===== src/rtl/fifo_mem_prog.sv =====
// fifo_mem_prog: single-clock FIFO with arbitrary depth, exported fill level,
// programmable almost-full/almost-empty thresholds and sticky, clearable error flags.
// Optional first-word-fall-through read mode: define FIFO_MEM_PROG_FWFT_EN.
`default_nettype none

module fifo_mem_prog #(
  parameter int DATA_WIDTH = 16,
  parameter int DEPTH      = 18,
  parameter int CNT_W      = $clog2(DEPTH + 1)
) (
  input  logic                  clk_in,
  input  logic                  areset_b,
  input  logic                  trans_write,
  input  logic                  trans_read,
  input  logic [DATA_WIDTH-1:0] data_in,
  input  logic                  err_clr,
  input  logic [CNT_W-1:0]      af_thresh,
  input  logic [CNT_W-1:0]      ae_thresh,
  output logic [DATA_WIDTH-1:0] data_out,
  output logic                  data_valid,
  output logic [CNT_W-1:0]      fill_level,
  output logic                  full_ind,
  output logic                  empty_ind,
  output logic                  almost_full_ind,
  output logic                  almost_empty_ind,
  output logic                  overflow_ind,
  output logic                  underflow_ind
);

  localparam int               PTR_W    = $clog2(DEPTH);
  localparam logic [PTR_W-1:0] PTR_LAST = PTR_W'(DEPTH - 1);
  localparam logic [CNT_W-1:0] CNT_FULL = CNT_W'(DEPTH);

  logic [DATA_WIDTH-1:0] mem_q [DEPTH];

  logic [PTR_W-1:0] wptr_q, wptr_d;
  logic [PTR_W-1:0] rptr_q, rptr_d;
  logic [CNT_W-1:0] count_q, count_d;
  logic             ovf_q, ovf_d;
  logic             unf_q, unf_d;
  logic             rd_acc;
  logic             wr_acc;

  assign empty_ind = (count_q == '0);
  assign full_ind  = (count_q == CNT_FULL);

  // A read frees a slot in the same edge, so a full FIFO still accepts a paired write.
  assign rd_acc = trans_read && !empty_ind;
  assign wr_acc = trans_write && (!full_ind || rd_acc);

  always_comb begin
    wptr_d  = wptr_q;
    rptr_d  = rptr_q;
    count_d = count_q;

    if (wr_acc) begin
      wptr_d = (wptr_q == PTR_LAST) ? '0 : wptr_q + PTR_W'(1);
    end
    if (rd_acc) begin
      rptr_d = (rptr_q == PTR_LAST) ? '0 : rptr_q + PTR_W'(1);
    end

    case ({wr_acc, rd_acc})
      2'b10:   count_d = count_q + CNT_W'(1);
      2'b01:   count_d = count_q - CNT_W'(1);
      default: count_d = count_q;
    endcase

    // A fresh error in the clearing cycle keeps the flag set.
    ovf_d = (ovf_q && !err_clr) || (trans_write && !wr_acc);
    unf_d = (unf_q && !err_clr) || (trans_read && empty_ind);
  end

  always_ff @(posedge clk_in or negedge areset_b) begin
    if (!areset_b) begin
      wptr_q  <= '0;
      rptr_q  <= '0;
      count_q <= '0;
      ovf_q   <= 1'b0;
      unf_q   <= 1'b0;
    end else begin
      wptr_q  <= wptr_d;
      rptr_q  <= rptr_d;
      count_q <= count_d;
      ovf_q   <= ovf_d;
      unf_q   <= unf_d;
    end
  end

  // Storage is deliberately not reset; the pointers alone decide what is reachable.
  always_ff @(posedge clk_in) begin
    if (wr_acc) begin
      mem_q[wptr_q] <= data_in;
    end
  end

`ifdef FIFO_MEM_PROG_FWFT_EN
  assign data_out   = empty_ind ? '0 : mem_q[rptr_q];
  assign data_valid = !empty_ind;
`else
  logic [DATA_WIDTH-1:0] dout_q;
  logic                  dvalid_q;

  always_ff @(posedge clk_in or negedge areset_b) begin
    if (!areset_b) begin
      dout_q   <= '0;
      dvalid_q <= 1'b0;
    end else begin
      dvalid_q <= rd_acc;
      if (rd_acc) begin
        dout_q <= mem_q[rptr_q];
      end
    end
  end

  assign data_out   = dout_q;
  assign data_valid = dvalid_q;
`endif

  assign fill_level       = count_q;
  assign almost_full_ind  = (count_q >= af_thresh);
  assign almost_empty_ind = (count_q <= ae_thresh);
  assign overflow_ind     = ovf_q;
  assign underflow_ind    = unf_q;

endmodule

`default_nettype wire


===== config.mk =====
export PLATFORM = sky130hd
export DESIGN_NAME = fifo_mem_prog
export DESIGN_NICKNAME = d
export VERILOG_FILES = /design/src/rtl/fifo_mem_prog.sv
export SDC_FILE = /design/constraint.sdc
export NUM_CORES = 1
export LEC_CHECK = 0
export BUFFER_PORTS_ARGS = -buffer_cell sky130_fd_sc_hd__buf_4
export CORE_ASPECT_RATIO = 0.75
export CORE_MARGIN = 1
export CORE_UTILIZATION = 40
export CTS_CLUSTER_DIAMETER = 100
export CTS_CLUSTER_SIZE = 30
export DETAILED_ROUTE_END_ITERATION = 10
export PLACE_DENSITY = 0.57
export SLEW_MARGIN = 20
export SYNTH_ARGS = -nofsm -noshare
export SYNTH_HDL_FRONTEND = slang
export SYNTH_SLANG_ARGS = --single-unit

===== constraint.sdc =====
create_clock -name clk_in -period 6.75 [get_ports clk_in]
set_input_delay 0.675 -clock clk_in [delete_from_list [all_inputs] [get_ports clk_in]]
set_output_delay 0.675 -clock clk_in [all_outputs]
set_load 0.01 [all_outputs]

== After elaboration in Yosys (flattened, before gate mapping) ==
Memories as Yosys holds them, arrays and structs flattened. A register that Yosys moved wholly into a read port is not among the register bits.
Cells that the tools add are included.

* Register bits: 18
* Word-level logic and storage cells: 39
* Input port bits: 31
* Bits in writable memories: 288
* Memories: 1

{| class="wikitable"
|+ Memory list
! memory !! depth !! bits a word !! read ports !! clocked after memory_dff !! write ports !! RTL line !! text
|-
| mem_q || 18 || 16 || 1 || 1 || 1 || 34 || <nowiki>logic [DATA_WIDTH-1:0] mem_q [DEPTH];</nowiki>
|}

* Order comparisons: 2
* Equal/unequal tests: 5
* Reductions and logical operators: 16
* Multiplexer cells: 5
* Add/subtract/negate cells: 4

{| class="wikitable"
|+ Operators by type and width
! cell !! count
|-
| 5-bit by 1-bit adder with 5-bit output, second input constant || 3
|-
| 5-bit == test, second input constant || 3
|-
| 5-bit two-way mux || 2
|-
| 5-bit case mux with 2 select lines || 1
|-
| 1-bit logical AND || 6
|-
| 5-bit >= comparator || 1
|-
| 5-bit <= comparator || 1
|-
| 1-bit logical NOT || 5
|-
| 5-bit logical NOT || 1
|-
| 5-bit by 1-bit subtractor with 5-bit output, second input constant || 1
|-
| 1-bit logical OR || 3
|-
| 2-bit by 1-bit == test with 1-bit output, second input constant || 1
|-
| 2-bit == test, second input constant || 1
|-
| 1-bit two-way mux || 2
|-
| 2-bit nonzero test || 1
|}

== Logic depth before layout (Yosys ltp) ==
* Depth in word-level cells: 8
* Mapped depth: 11
* Gate-level depth less buffers: 10

== Least setup slack after synthesis ==
No wires, ideal clock.

* Path kind: flip-flop to flip-flop
* Start: reg count_q[2], in the netlist fill_level[2]
* End: reg count_q[4], in the netlist fill_level[4]
* Cell stages (with the launch flop): 11
* Arrival: 2.338 ns
* Setup slack: 4.332 ns
* Cell sequence: dfrtp_1 -> or3_4 -> o31ai_4 -> buf_6 -> nor2_2 -> ha_1 -> nor2b_1 -> o21ai_0 -> a211oi_1 -> a31oi_1 -> xnor2_1

* Longest elaborated chain between the ends: 7

{| class="wikitable"
|+ RTL lines
! element !! RTL line !! text
|-
| start: declaration || 38 || <nowiki>logic [CNT_W-1:0] count_q, count_d;</nowiki>
|-
| start signal: assignment || 84 || <nowiki>count_q <= count_d;</nowiki>
|-
| 5-bit logical NOT || 44 || <nowiki>assign empty_ind = (count_q == '0);</nowiki>
|-
| 1-bit logical NOT || 48 || <nowiki>assign rd_acc = trans_read && !empty_ind;</nowiki>
|-
| 1-bit logical AND || 48 ||
|-
| 1-bit logical OR || 49 || <nowiki>assign wr_acc = trans_write && (!full_ind || rd_acc);</nowiki>
|-
| 1-bit logical AND || 49 ||
|-
| 2-bit by 1-bit == test with 1-bit output or 2-bit == test (tied branches) || 63 || <nowiki>case ({wr_acc, rd_acc})</nowiki>
|-
| 5-bit case mux with 2 select lines or 2-bit nonzero test (tied branches) || - ||
|}

Parallel ways exist; a longest one is shown, timed or not.
A chain may end at the register's enable or synchronous reset.

== Worst setup path after layout ==
Same ends and word-level chain as after synthesis.

==> flow_summary.yaml <==
floorplanning:
  die_y_um: 157
  io_pins: 59
  start_util_pct: 40.8
  coreArea_mm2: 0.0315
  rows: 56
  die_area_mm2: 0.0329
  die_w_um: 209
clock_network:
  h-tree-depth: 1
  cts_resized: 0
  insertion_delay_ns: 0.50
  cts_tree: "yes"
  cts_root_buffer: "clkbuf_16"
  numCtsBuffers: 14
  max-clock-path-buffers: 3
  postCtsSetupBuffers: 0
  cts.sinks: 322
  clk_pin_slew_worst_paths_ns: 0.11
  postCtsHoldBufs: 0
cells_and_area:
  nNetsFinal: 834
  finish.utilization_pct: 45.1
  syn2layout_area_growth_pct: 10.4
  drive_above_1_share_pct: 17.8
  layout_commonest_cell: "edfxtp_1"
  fill_cells: 2653
  fin_cells: 1198
  layout_common_cells: "edfxtp_1 (288), mux2i_1 (81), buf_4 (76)"
placed_design:
  dp_hpwl_mm: 18.0
  gp_congestion: 0.885
  portBuffers: 58
  dp.cells: 1173
  place_ws_ns: 3.78
yosys:
  synth-seq-cells: 322
  synth-edff-count: 288
  synth_cells: 727
  ys_seq_area_share_pct: 73.9
  synth_ff_type: "edfxtp_1"
  syn_area_per_cell_um2: 17.7
  ys_types: 46
  async_reset_ff_share_pct: 10.6
  synthesis.nets: 778
  syn_area_mm2: 0.0128
  yosys_warnings: 0
worst_setup_path:
  cp-startpoint: "fill_level[2]"
  crit_path_end: "fill_level[4]"
  r2r_cells: 10
  start_kind: "flop"
  r2r_slack_ns: 3.85
  cp.arrival_ns: 3.34
  cp.required_ns: 7.18
  r2r-end: "fill_level[4]"
  cp_max_fo: 39
  path_class: "reg2reg"
  r2r-start: "fill_level[2]"
  cp-end-kind: "flop"
timing:
  setup_viol: 0
  fin_skew_ns: 0.0109
  min_period_ns: 2.90
  final-max-slew-violation-count: 0
  fmax_mhz: 344
  setup_tns_ns: 0
  setup_slack_ns: 3.85
  period_share_pct: 43.0
  worst_pin_slew_ns: 1.07
  relSlewSlack_pct: 28.7
  hold_viol: 0
  rsz0062_at_grt: "false"
detailed_routing:
  ant_nets: 0
  firstDrtPassIters: 5
  wirelength_mm: 28.0
  routedWlPerCell_um: 23.4
  drc_errors: 0
  drt_iter0_drc: 638
  vias_per_cell: 5.48
  vias: 6569
power_and_ir_drop:
  ir_drop_uv: 210
  total_power_mw: 4.95
  leakagePower_nw: 4.83
  p_per_area_mw_per_mm2: 349
global_route:
  grt_overflow: 0
  grt_pass1_vias: 6573
  grt_start_max_net_pins: 65
  track_usage_pct: 17.5
  grt_pass1_wl_mm: 42.1
  antenna_found_initial: 0
job:
  cap_violations: 0
outcome:
  status: "finished, final reports clean"
min_path:
  holdCritPathClass: "in2async"
[flip-flops by register name, indices dropped and copies added (netlist names)]
register       flops
mem_q            288
underflow_ind      1
fill_level         5
data_valid         1
data_out          16
wptr_q             5
rptr_q             5
overflow_ind       1
[how the worst min path moves through the flow]
stage	from	slack, ns	depth (start not counted)	end
floorplan	areset_b	0.38	0	data_out[0]
global placement	data_out[13]	0.49	2	data_out[13]
detailed placement	data_out[13]	0.49	2	data_out[13]
CTS	areset_b	0.11	1	fill_level[3]
global route	areset_b	0.13	1	fill_level[3]
finish	areset_b	0.11	1	fill_level[3]
[Yosys cell counts, drive strengths merged (18+ instances only)]
| cell | instances | area (µm²) |
|---|---|---|
| buf | 24 | 141 |
| inv | 18 | 67.6 |
| nand2 | 28 | 108 |
| a21oi | 21 | 105 |
| a22oi | 32 | 240 |
| nor2 | 29 | 111 |
| nand3 | 20 | 100 |
| mux4 | 32 | 721 |
| mux2i | 81 | 811 |
| ha | 19 | 238 |
| dfrtp | 34 | 851 |
| edfxtp | 288 | 8650 |
| o21ai | 26 | 130 |
[layout make-up]
class                           instances  area (µm²)  area share (%)
Clock buffer                           23         405            2.86
Antenna cell                            1        2.50          0.0176
Tap cell                              406         508            3.58
Inverter                               18        67.6           0.476
Multi-Input combinational cell        351        3120            22.0
Timing Repair Buffer                   76         571            4.02
Sequential cell                       322        9500            67.0
Clock inverter                          1        8.76          0.0618
[power breakdown]
group	internal [mW]	switching, mW
clock	0.423	0.574
combinational	0.590	0.817
sequential	2.39	0.154
[critical path, stage by stage (launching register included)]
cell	delay, ns
dfrtp_1	0.48
or3_4	0.47
o31ai_4	0.17
buf_4	0.42
nor2_2	0.13
ha_1	0.34
nor2b_1	0.14
o21ai_0	0.24
a211oi_1	0.12
a31oi_1	0.19
xnor2_1	0.13
[per-layer routing]
metal / global-route usage, % / part of all wire [%] / up-vias
li1: - / - / 2964
met1: 27.5 / 50 / 3411
met2: 25.6 / 43 / 172
met3: 2.71 / 5.7 / 22
met4: 3.12 / 1.5 / 0
met5: 0 / 0 / -
[cells by family after synthesis]
family,Yosys count,share of synthesized area (%)
buf+inv,54,2.01
xor+xnor,6,0.409
fa+ha+maj,20,2.01
flops,322,73.9
mux,115,12.1
simple gates,104,4.25
compound gates,106,5.31
[metrics by stage]
stage | instance area, µm² | hold slack [ns]
finish | 14200 | 0.107
detailed placement | 13800 | 0.491
global route | 14200 | 0.129
floorplan | 12800 | 0.379
global placement | 13800 | 0.490
CTS | 14200 | 0.114
No activity file was read; power rests on OpenSTA's default activity.
